==> config.mk <==
export PLATFORM = sky130hd
export DESIGN_NAME = memshare_vn_iblut_rank_loader
export DESIGN_NICKNAME = d
export VERILOG_FILES = /design/src/rtl/memshare_vn_iblut_rank_loader.sv
export SDC_FILE = /design/constraint.sdc
export NUM_CORES = 1
export LEC_CHECK = 0
export ABC_AREA = 0
export CAP_MARGIN = 10
export CORE_MARGIN = 2
export CORE_UTILIZATION = 66
export DETAILED_ROUTE_END_ITERATION = 7
export GPL_TIMING_DRIVEN = 0
export PLACE_DENSITY = 0.89
export SLEW_MARGIN = 30
export SYNTH_ARGS = -nofsm -noshare
export SYNTH_HDL_FRONTEND = slang
export SYNTH_SLANG_ARGS = --single-unit
==> constraint.sdc <==
create_clock -name sys_clk -period 5.8 [get_ports sys_clk]
set_input_delay 1.45 -clock sys_clk [delete_from_list [all_inputs] [get_ports sys_clk]]
set_output_delay 1.45 -clock sys_clk [all_outputs]
set_load 0.05 [all_outputs]
==> src/rtl/memshare_vn_iblut_rank_loader.sv <==
// memshare_vn_iblut_rank_loader
// IB-LUT rank for one share group of LANES variable nodes. Each lane owns a
// lookup table (GP1 or GP2 depth chosen by GP2_MASK). A sequential loader
// streams new contents into every lane's table, and a registered lookup path
// turns C2V messages into V2C messages. Lookups are locked out while the
// tables are being reloaded.
//
// Optional build macro: IBLUT_OUT_REG_EN adds a second output register stage,
// giving a lookup latency of 2 cycles instead of 1.
module memshare_vn_iblut_rank_loader #(
    parameter int              LANES     = 4,
    parameter int              QUAN_SIZE = 4,
    parameter int              GP1_SEL_W = 1,
    parameter int              GP2_SEL_W = 2,
    parameter logic [LANES-1:0] GP2_MASK = 4'b1010
) (
    input  logic                         sys_clk,
    input  logic                         rst,
    input  logic                         lut_in_valid_i,
    output logic                         lut_in_ready_o,
    input  logic [LANES*GP2_SEL_W-1:0]   col_sel_vec_i,
    input  logic [LANES*QUAN_SIZE-1:0]   c2v_msg_vec_i,
    output logic [LANES*QUAN_SIZE-1:0]   v2c_msg_vec_o,
    output logic                         v2c_valid_o,
    input  logic                         remap_start_i,
    input  logic [LANES*QUAN_SIZE-1:0]   remap_data_vec_i,
    input  logic                         remap_valid_i,
    output logic                         remap_ready_o,
    output logic                         remap_busy_o,
    output logic                         remap_done_o
);

    // The load counter walks the full GP2 address space as {sel, c2v}.
    localparam int CNT_W = GP2_SEL_W + QUAN_SIZE;

    typedef enum logic [1:0] {
        IDLE  = 2'd0,
        DRAIN = 2'd1,
        LOAD  = 2'd2,
        DONE  = 2'd3
    } state_t;

    state_t                       state;
    state_t                       state_next;
    logic [CNT_W-1:0]             load_cnt;
    logic                         lookup_accept;
    logic                         load_beat;
    logic                         load_last;
    logic                         pipe_pending;
    logic                         pipe_empty;
    logic                         rd_valid;
    logic [LANES*QUAN_SIZE-1:0]   rd_vec;
    logic                         unused_sel;

    // GP1 lanes never look at the upper select bits of their field.
    assign unused_sel = ^col_sel_vec_i;

    assign lookup_accept = lut_in_valid_i && lut_in_ready_o;
    assign load_beat     = (state == LOAD) && remap_valid_i;
    assign load_last     = load_beat && (load_cnt == {CNT_W{1'b1}});

    // State register; a reset anywhere (including mid-load) returns to IDLE.
    always_ff @(posedge sys_clk or posedge rst) begin
        if (rst) begin
            state <= IDLE;
        end else begin
            state <= state_next;
        end
    end

    // Next-state logic: a start request waits for in-flight lookups to leave.
    always_comb begin
        state_next = state;
        unique case (state)
            IDLE: begin
                if (remap_start_i) begin
                    if (lookup_accept || pipe_pending) begin
                        state_next = DRAIN;
                    end else begin
                        state_next = LOAD;
                    end
                end
            end
            DRAIN: begin
                if (pipe_empty) begin
                    state_next = LOAD;
                end
            end
            LOAD: begin
                if (load_last) begin
                    state_next = DONE;
                end
            end
            DONE: begin
                state_next = IDLE;
            end
            default: begin
                state_next = IDLE;
            end
        endcase
    end

    // Handshake and status outputs decoded from the current state.
    always_comb begin
        lut_in_ready_o = 1'b0;
        remap_ready_o  = 1'b0;
        remap_busy_o   = 1'b0;
        remap_done_o   = 1'b0;
        unique case (state)
            IDLE: begin
                lut_in_ready_o = !rst;
            end
            DRAIN: begin
                remap_busy_o = 1'b1;
            end
            LOAD: begin
                remap_ready_o = 1'b1;
                remap_busy_o  = 1'b1;
            end
            DONE: begin
                remap_busy_o = 1'b1;
                remap_done_o = 1'b1;
            end
            default: begin
                lut_in_ready_o = 1'b0;
            end
        endcase
    end

    // Load address counter; wraps to 0 after the final address is written.
    always_ff @(posedge sys_clk or posedge rst) begin
        if (rst) begin
            load_cnt <= '0;
        end else if (load_beat) begin
            load_cnt <= load_cnt + 1'b1;
        end
    end

    // First read stage valid flag, one cycle behind each accepted lookup.
    always_ff @(posedge sys_clk or posedge rst) begin
        if (rst) begin
            rd_valid <= 1'b0;
        end else begin
            rd_valid <= lookup_accept;
        end
    end

    for (genvar i = 0; i < LANES; i++) begin : g_lane
        localparam int SEL_W = GP2_MASK[i] ? GP2_SEL_W : GP1_SEL_W;
        localparam int AW    = SEL_W + QUAN_SIZE;

        logic [QUAN_SIZE-1:0] mem [2**AW];
        logic [AW-1:0]        rd_addr;
        logic [AW-1:0]        wr_addr;
        logic                 wr_en;
        logic [QUAN_SIZE-1:0] rd_data;

        assign rd_addr = {col_sel_vec_i[i*GP2_SEL_W +: SEL_W],
                          c2v_msg_vec_i[i*QUAN_SIZE +: QUAN_SIZE]};
        assign wr_addr = load_cnt[AW-1:0];

        // Shallow lanes only take beats whose extra select bits are zero.
        if (AW == CNT_W) begin : g_full
            assign wr_en = load_beat;
        end else begin : g_part
            assign wr_en = load_beat && (load_cnt[CNT_W-1:AW] == '0);
        end

        // Table write port driven by the loader stream.
        always_ff @(posedge sys_clk) begin
            if (wr_en) begin
                mem[wr_addr] <= remap_data_vec_i[i*QUAN_SIZE +: QUAN_SIZE];
            end
        end

        // Registered table read; holds its value between accepted lookups.
        always_ff @(posedge sys_clk or posedge rst) begin
            if (rst) begin
                rd_data <= '0;
            end else if (lookup_accept) begin
                rd_data <= mem[rd_addr];
            end
        end

        assign rd_vec[i*QUAN_SIZE +: QUAN_SIZE] = rd_data;
    end

`ifdef IBLUT_OUT_REG_EN
    logic                       out_valid;
    logic [LANES*QUAN_SIZE-1:0] out_data;

    // Extra output stage; captures each read result as it arrives.
    always_ff @(posedge sys_clk or posedge rst) begin
        if (rst) begin
            out_valid <= 1'b0;
            out_data  <= '0;
        end else begin
            out_valid <= rd_valid;
            if (rd_valid) begin
                out_data <= rd_vec;
            end
        end
    end

    assign v2c_msg_vec_o = out_data;
    assign v2c_valid_o   = out_valid;
    assign pipe_pending  = rd_valid;
    assign pipe_empty    = !rd_valid && !out_valid;
`else
    assign v2c_msg_vec_o = rd_vec;
    assign v2c_valid_o   = rd_valid;
    assign pipe_pending  = 1'b0;
    assign pipe_empty    = 1'b1;
`endif

endmodule

==> impl_metrics.py <==
metrics = {
    "cts": {
        "cts_tree": "built",
        "clockBufferDepth": 3,
        "clkTransAtPathRegs_ns": 0.06,
        "cts_sinks": 793,
        "cts_setup_buffers": 0,
        "cts_resized": 0,
        "holdBufCountCts": 0,
        "cts_buffers": 75,
        "clockRootBuffer": "clkbuf_16",
        "worstSkewPairLatency_ns": 0.62,
        "htree_levels": 3,
    },
    "routing": {
        "drt-total-wl_um": 75440,
        "wl_per_cell_um": 32.09,
        "ant_nets": 0,
        "drtPass1Iterations": 8,
        "drt_iter0_drc": 2691,
        "avgViaCountPerCell": 7.068,
        "drc_errors": 0,
        "num_vias": 16620,
    },
    "pwr": {
        "p_seq_share_pct": 51.8,
        "p_int_uw": 9493,
        "power.density_mw_per_mm2": 367.4,
        "power.switching_uw": 3206,
        "power.leakage_uw": 0.01090,
        "sw_frac_of_total_pct": 25.25,
        "pwr-share-comb_pct": 12.1,
        "vdd_drop_max_v": 0.0004678,
        "clockPowerShare_pct": 36.2,
    },
    "logic_synthesis": {
        "synth-main-ff-cell": "edfxtp_1",
        "synth_edf_count": 768,
        "async_reset_ff_share_pct": 3.153,
        "netlist_instances": 1560,
        "synth_top_cell_area_share_pct": 74.22,
        "synth_area_per_cell_um2": 19.92,
        "synth.ff_latch_count": 793,
        "synth_top_area_cell": "edfxtp_1",
        "netlist-cell-type-count": 36,
        "synth_area_mm2": 0.03107,
        "synthTopCellsByArea": "edfxtp_1, mux4_2, mux2_2",
        "ys_warn_count": 0,
        "synth_nets": 1612,
        "ys_seq_area_share_pct": 76.24,
    },
    "setup_path": {
        "cp_data_arrival_time_ns": 2.98,
        "crit_end": "lut_in_ready_o",
        "reg2reg_from": "state[0]",
        "r2r_slack_ns": 2.15,
        "crit_start": "rst",
        "critical_path.startpoint_type": "input pin",
        "rr_worst_depth": 6,
        "cp_max_fo": 4,
        "crit_required_ns": 4.35,
        "r2r_end": "g_lane[3].mem[47][0]",
        "criticalPathCategory": "input pin to output port",
        "end_kind": "output port",
    },
    "timing": {
        "rsz0062_at_grt": "no",
        "clock_skew_ns": 0.02547,
        "worstMarginPinSlew_ns": 1.058,
        "fmax_mhz": 225.9,
        "setup_viol": 0,
        "min_period_ns": 4.426,
        "hold_viol": 0,
        "setup_slack_ns": 1.374,
        "drv_slew": 0,
        "max-slew-margin-rel_pct": 28.82,
        "tns_ns": 0,
        "fin_crit_sh_pct": 76.32,
    },
    "worst_hold_path": {
        "hold_path_class": "flop to flop",
    },
    "placed_design": {
        "port_buffers": 51,
        "dp_slack_ns": 1.236,
        "dp_hpwl_um": 45990,
        "routabilityCongestion": 0.9725,
    },
    "final_layout": {
        "area_growth_pct": 11.26,
        "final_cell_mix": "edfxtp_1, mux4_2, mux2_2",
        "layout_commonest_cell": "edfxtp_1",
        "final_nets": 1742,
        "drive_gt1_share_pct": 24.78,
    },
    "floorplanning": {
        "start_util_pct": 66.74,
        "rows": 79,
        "die_area_mm2": 0.04883,
        "ioPinCount": 66,
        "core_mm2": 0.04656,
        "dieWidth_um": 221.0,
        "die_h_um": 221.0,
    },
    "global_routing": {
        "grtUsageTotal_pct": 31.36,
        "antenna_found_initial": 1,
        "grt_overflow": 0,
        "grt_pass1_wl_um": 111000,
        "grt_pass1_vias": 17050,
        "grt_max_degree": 65,
    },
    "flow_run": {
        "cap_violations": 0,
    },
    "outcome": {
        "outcome": "completed",
    },
}
[power groups by stage]
stage	clock [uW]	combinational [uW]	sequential (uW)
detailed placement	0	1450	6680
finish	4590	1530	6570
floorplan	0	720	6830
global placement	0	1380	6680
CTS	4590	1490	6570
global route	4810	1580	6580
[registers in the layout, summed over array words and instances (netlist names)]
name / cells
g_lane.mem: 768
g_lane.rd_data: 16
g_lane.wr_addr: 6
state: 2
v2c_valid_o: 1
[kinds of logic after synthesis]
group | after synthesis | synth area share [%]
multiplexers | 299 | 15.94
buffers and inverters | 96 | 1.417
AO/OA/AOI/OAI | 130 | 2.666
AND/OR/NAND/NOR | 230 | 3.314
XOR/XNOR | 5 | 0.1410
adder cells (fa/ha/maj) | 7 | 0.2819
flip-flops | 793 | 76.24
[cells in the mapped netlist, types with 3 or more instances]
| cell | number |
|---|---|
| mux2i_1 | 28 |
| mux4_2 | 144 |
| buf_1 | 11 |
| dfrtp_1 | 25 |
| a21oi_1 | 4 |
| nand3_1 | 8 |
| buf_4 | 10 |
| xnor2_1 | 3 |
| buf_2 | 22 |
| mux2_2 | 127 |
| nor2b_1 | 7 |
| o211ai_1 | 4 |
| nand2b_1 | 12 |
| ha_1 | 7 |
| a211oi_1 | 16 |
| o31ai_1 | 6 |
| o21ai_1 | 8 |
| o21ai_0 | 16 |
| nor3_1 | 21 |
| nor2_1 | 118 |
| nor4_1 | 18 |
| or2_2 | 4 |
| inv_1 | 11 |
| edfxtp_1 | 768 |
| clkbuf_1 | 40 |
| o22ai_1 | 68 |
| a221oi_1 | 6 |
| nand2_1 | 35 |
[stage by stage]
step / cells / hold WS, ns / total power, uW / instance area, um2 / utilization [%]
after floorplan: 1560 / 0.5372 / 7548 / 31070 / -
after global placement: 2218 / 0.4824 / 8059 / 32340 / 69.47
after detailed placement: 2220 / 0.4847 / 8130 / 32350 / 69.49
after CTS: 2350 / 0.5295 / 12650 / 34590 / 74.29
after global routing: 2350 / 0.5638 / 12980 / 34570 / 74.25
final: 2351 / 0.5263 / 12700 / 34570 / 74.25
[routing by layer]
layer / share of wire [%] / vias to the layer above / track usage [%]
li1: - / 6631 / -
met1: 34 / 8319 / 39.88
met2: 49 / 1397 / 51.24
met3: 12 / 271 / 8.286
met4: 5.1 / 0 / 14.68
met5: 0 / - / 0
[area by class of cell]
cell class	instances	area [um2]
clock inverter	30	201.4
clock buffer	100	2033
buffer	85	399.1
tap	607	759.5
inverter	11	41.29
fill	2396	11990
timing repair buffer	53	485.5
sequential	793	23690
multi-input combinational	671	6958
antenna	1	2.502
[worst min-delay path by stage]
stage                                     from                    to  slack [ns]  cells after the start
after floorplan                       state[0]              state[0]        0.54                      2
after global placement    g_lane[2].rd_data[0]  g_lane[2].rd_data[0]        0.48                      2
after detailed placement  g_lane[0].rd_data[3]  g_lane[0].rd_data[3]        0.48                      2
after CTS                 g_lane[2].rd_data[0]  g_lane[2].rd_data[0]        0.53                      2
after global routing      g_lane[2].rd_data[0]  g_lane[2].rd_data[0]        0.56                      2
final                     g_lane[2].rd_data[0]  g_lane[2].rd_data[0]        0.53                      2
[worst max-delay path, cell delays in order]
cell and delay [ns]:
clkdlybuf4s50_1 0.50, nor2b_1 0.20, clkdlybuf4s50_1 0.83
No activity file was read; power rests on OpenSTA's default activity.
==> patch 1: new RTL, same settings <==
Add a define of `IBLUT_OUT_REG_EN`.
--- a/src/rtl/memshare_vn_iblut_rank_loader.sv
+++ b/src/rtl/memshare_vn_iblut_rank_loader.sv
@@ -7,6 +7,8 @@
 //
 // Optional build macro: IBLUT_OUT_REG_EN adds a second output register stage,
 // giving a lookup latency of 2 cycles instead of 1.
+`define IBLUT_OUT_REG_EN
+
 module memshare_vn_iblut_rank_loader #(
     parameter int              LANES     = 4,
     parameter int              QUAN_SIZE = 4,
Function: changed (a bounded check fails within 4 cycles, from zero or initial values and one cycle with rst high).
==> patch 1 against the original RTL <==
Synthesized area rose by 2.0%; total power rose by 7.5%; clock skew fell by 0.0044 ns; sequential share of layout area fell by 0.91 points; sequential cell count rose by 17; wire length rose by 3.1%; worst setup slack improved by 0.070 ns; final area rose by 3.2%; largest power group unchanged.
==> patch 1: results (changes against the original RTL) <==
routed length per placed instance = 32.3 um (was 32.1 um)
largest cells by area after synthesis = edfxtp_1 (73%), mux4_2 (10%), mux2_2 (5.1%) (was edfxtp_1 (74%), mux4_2 (10%), mux2_2 (4.6%))
r2r setup slk = 2.39 ns (was 2.15 ns)
library cells used by synthesis = 34 (was 36)
CP Max Fanout = 4 (unchanged)
DR iter-0 viols = 2449 (was 2691)
pre-CTS setup slack = 1.27 ns (was 1.24 ns)
Clock transition at path regs = 0.06 ns (about the same)
placed inst area = 33000 um^2 (was 32400 um^2)
post-CTS sizing = 0 (unchanged)
WP data arrival = 2.91 ns (was 2.98 ns)
Final HPWL DP = 47100 um (was 46000 um)
Synth Net Count = 1646 (was 1612)
Post-Layout Cell Count = 2407 (was 2351)
Leakage = 11.4 nW (was 10.9 nW)
global-route wire length before repair = 113000 um (was 111000 um)
Hold Crit Class = flop to flop (unchanged)
layout cell share with drive strength beyond 1 = 0.261 (was 0.248)
IO buf count = 51 (unchanged)
slowest stage delay, CP = 0.82 ns
max reg flops = 768 (unchanged)
status = finished clean (unchanged)
Initial DRT Pass Iterations = 7 (was 8)
sequential area share after synthesis = 0.761 (was 0.762)
peak supply drop = 0.000398 V (was 0.000468 V)
fin area = 35700 um^2 (was 34600 um^2)
yosys synthesis warning count = 0 (unchanged)
Inst Count DP = 2262 (was 2220)
Nets = 1779 (was 1742)
Rel. slew slack = 0.264 (was 0.288)
Mean Syn Cell Area = 19.9 um^2 (about the same)
Via-to-Cell Ratio = 7.07 (about the same)
routability cong. = 0.927 (was 0.973)
Fmax = 0.230 GHz (was 0.226 GHz)
vias in the first global route = 17.4k (was 17.0k)
layout filler cell count = 2369 (was 2396)
GRT Overall Usage = 0.317 (was 0.314)
clk_lat worst skew = 0.63 ns
top cells by count, synth = edfxtp_1 (768), mux2_2 (144), mux4_2 (144), nor2_1 (117), o22ai_1 (68) (was edfxtp_1 (768), mux4_2 (144), mux2_2 (127), nor2_1 (118), o22ai_1 (68))
Pint = 10.3 mW (was 9.49 mW)
Post-synth ARST share = 0.0519 (was 0.0315)
antenna violations before repair = 4 (was 1)
skew final = 0.0211 ns (was 0.0255 ns)
CTS Buf Count = 77 (was 75)
Root Buffer = clkbuf_16 (unchanged)
hold slack = 0.383 ns (was 0.526 ns)
patch 1: power groups by stage:
| stage | logic (mW) | registers [mW] | clock network (mW) |
|---|---|---|---|
| 2_1_floorplan | 0.723 | 6.98 | 0 |
| 3_3_place_gp | 1.36 | 6.85 | 0 |
| 3_5_place_dp | 1.42 | 6.87 | 0 |
| 4_1_cts | 1.46 | 6.75 | 5.40 |
| 5_1_grt | 1.54 | 6.76 | 5.62 |
| 6_report | 1.49 | 6.76 | 5.40 |
patch 1: per-layer routing:
layer,vias up,track usage,share of wire
met3,265,0.0720,0.11
li1,6752,-,-
met2,1380,0.530,0.50
met5,-,0,0.00032
met4,4,0.129,0.046
met1,8619,0.410,0.34
patch 1: cells by family (layout without fill, tap and decap cells):
family	count (synthesis)	after routing	synth area share
fa+ha+maj	8	8	0.00316
buf+inv	97	294	0.0136
mux	316	316	0.162
xor+xnor	5	5	0.00138
flops	810	810	0.761
other cells	0	2	0
simple gates	228	228	0.0322
compound gates	129	129	0.0260
patch 1: worst paths after layout:
path,end,start,cells after the start
worst min register to register,v2c_valid_o,pipe_pending,0
min in group asynchronous,g_lane[1].rd_data[0],rst,2
worst max register to register,g_lane[3].mem[47][0],state[0],6
worst min-delay path,v2c_valid_o,pipe_pending,0
max in group asynchronous,v2c_msg_vec_o[11],rst,3
worst max-delay path,lut_in_ready_o,rst,3
patch 1: area by class of cell:
cell class	count	area share
repair buffers	54	0.0142
multi-input cells	686	0.200
diodes	2	0.000140
well taps	615	0.0216
clock inverters	48	0.0181
flip-flops and latches	810	0.676
clock buffers	95	0.0574
inverters	10	0.00105
plain buffers	87	0.0111
==> patch 2: new RTL, same settings <==
Without the edit above. Encoding of `state_t`: now one-hot (4 bits for 4 states).
--- a/src/rtl/memshare_vn_iblut_rank_loader.sv
+++ b/src/rtl/memshare_vn_iblut_rank_loader.sv
@@ -33,11 +33,11 @@
     // The load counter walks the full GP2 address space as {sel, c2v}.
     localparam int CNT_W = GP2_SEL_W + QUAN_SIZE;
 
-    typedef enum logic [1:0] {
-        IDLE  = 2'd0,
-        DRAIN = 2'd1,
-        LOAD  = 2'd2,
-        DONE  = 2'd3
+    typedef enum logic [3:0] {
+        IDLE  = 4'b0001,
+        DRAIN = 4'b0010,
+        LOAD  = 4'b0100,
+        DONE  = 4'b1000
     } state_t;
 
     state_t                       state;
Formal check against the unedited RTL: same outputs for any inputs over 4 cycles, from zero or initial values and one cycle with rst high; so few cycles prove little.
==> patch 2 against the original RTL <==
Total power decreased by 2.4%; wire length grew 9.3%; count of clock-buffer cells in the layout down 2; sequential cell count grew 2; synthesized area increased by 0.62%; first-iteration DRC count rose by 34%; non-clock buffer count up 4; worst setup slack got worse by 0.64 ns; final area up 1.1%; critical path type unchanged; largest cell class unchanged; highest routed layer is now met5.
==> patch 2: results (changes against the original RTL) <==
total power = 12.4 mW (was 12.7 mW)
WP data arrival = 3.62 ns (was 2.98 ns)
global-route wire length before repair = 120000 um (was 111000 um)
DR iter-0 viols = 3619 (was 2691)
placed inst area = 32700 um^2 (was 32400 um^2)
vias in the first global route = 18.2k (was 17.0k)
worst flop-to-flop path endpoint = g_lane[3].mem[35][3] (was g_lane[3].mem[47][0])
min-delay src = g_lane[2].rd_data[1] (was g_lane[2].rd_data[0])
Post-synth ARST share = 0.0340 (was 0.0315)
peak supply drop = 0.000300 V (was 0.000468 V)
GRT Overall Usage = 0.339 (was 0.314)
status = finished clean (unchanged)
hold slack = 0.518 ns (was 0.526 ns)
r2r setup slk = 2.18 ns (was 2.15 ns)
library cells used by synthesis = 57 (was 36)
CP Max Fanout = 28 (was 4)
largest cells by area after synthesis = edfxtp_1 (74%), mux4_2 (8.1%), mux2i_1 (4.1%) (was edfxtp_1 (74%), mux4_2 (10%), mux2_2 (4.6%))
Leakage = 11.3 nW (was 10.9 nW)
Inst Count DP = 2274 (was 2220)
routed length per placed instance = 34.2 um (was 32.1 um)
Via-to-Cell Ratio = 7.63 (was 7.07)
top cells by count, synth = edfxtp_1 (768), mux2i_1 (128), nor2_1 (114), mux4_2 (113), a22oi_1 (56) (was edfxtp_1 (768), mux4_2 (144), mux2_2 (127), nor2_1 (118), o22ai_1 (68))
Final HPWL DP = 48100 um (was 46000 um)
Psw = 3.00 mW (was 3.21 mW)
P_clk = 4.67 mW (was 4.59 mW)
worst r2r src = state[1] (was state[0])
IO buf count = 54 (was 51)
Nets = 1791 (was 1742)
Comb power frac = 0.099 (was 0.121)
CTS Buf Count = 73 (was 75)
sequential area share after synthesis = 0.759 (was 0.762)
Synth Net Count = 1658 (was 1612)
Worst Hold End = g_lane[2].rd_data[1] (was g_lane[2].rd_data[0])
skew final = 0.0280 ns (was 0.0255 ns)
antenna violations before repair = 7 (was 1)
routability cong. = 0.976 (was 0.973)
pre-CTS setup slack = 0.783 ns (was 1.24 ns)
patch 2: cell types whose count changed in the layout (fill, tap and decap cells not counted), moves of 32 or more:
cell and delta:
mux2_2 -126, mux2i_1 +100, a22oi_1 +56, nand3_1 +34
o22ai_1 -32
patch 2: logic make-up (layout without fill, tap and decap cells):
logic type,after synthesis,in the layout,synth area share
AND/OR/NAND/NOR,318,318,0.0509
flip-flops,795,795,0.759
AO/OA/AOI/OAI,140,140,0.0327
buffers and inverters,90,279,0.0187
XOR/XNOR,5,5,0.00140
adder cells (fa/ha/maj),4,4,0.00160
other,0,4,0
multiplexers,257,257,0.135
patch 2: worst max path at each step:
stage / depth (start not counted) / slack (ns) / end / startpoint
2_1_floorplan: 2 / 1.86 / lut_in_ready_o / rst
3_3_place_gp: 4 / 0.40 / lut_in_ready_o / rst
3_5_place_dp: 4 / 0.78 / lut_in_ready_o / rst
4_1_cts: 4 / 0.73 / lut_in_ready_o / rst
5_1_grt: 4 / 0.61 / lut_in_ready_o / rst
6_report: 4 / 0.73 / lut_in_ready_o / rst
patch 2: per-layer routing:
| metal | vias to the layer above | share of wire | GRT usage |
|---|---|---|---|
| met5 | - | 0.00033 | 0 |
| met4 | 4 | 0.065 | 0.190 |
| met3 | 474 | 0.15 | 0.0969 |
| met2 | 2076 | 0.47 | 0.528 |
| met1 | 8937 | 0.32 | 0.436 |
| li1 | 6880 | - | - |
patch 2: layout make-up:
cell class                      instances  area, um^2  area share
Antenna cell                            4        10.0    0.000286
Buffer                                 84         561      0.0160
Clock buffer                           98        1950      0.0559
Clock inverter                         33         317     0.00906
Inverter                                6        23.8    0.000680
Multi-Input combinational cell        724        7020       0.201
Sequential cell                       795       23700       0.679
Tap cell                              607         759      0.0217
Timing Repair Buffer                   58         566      0.0162
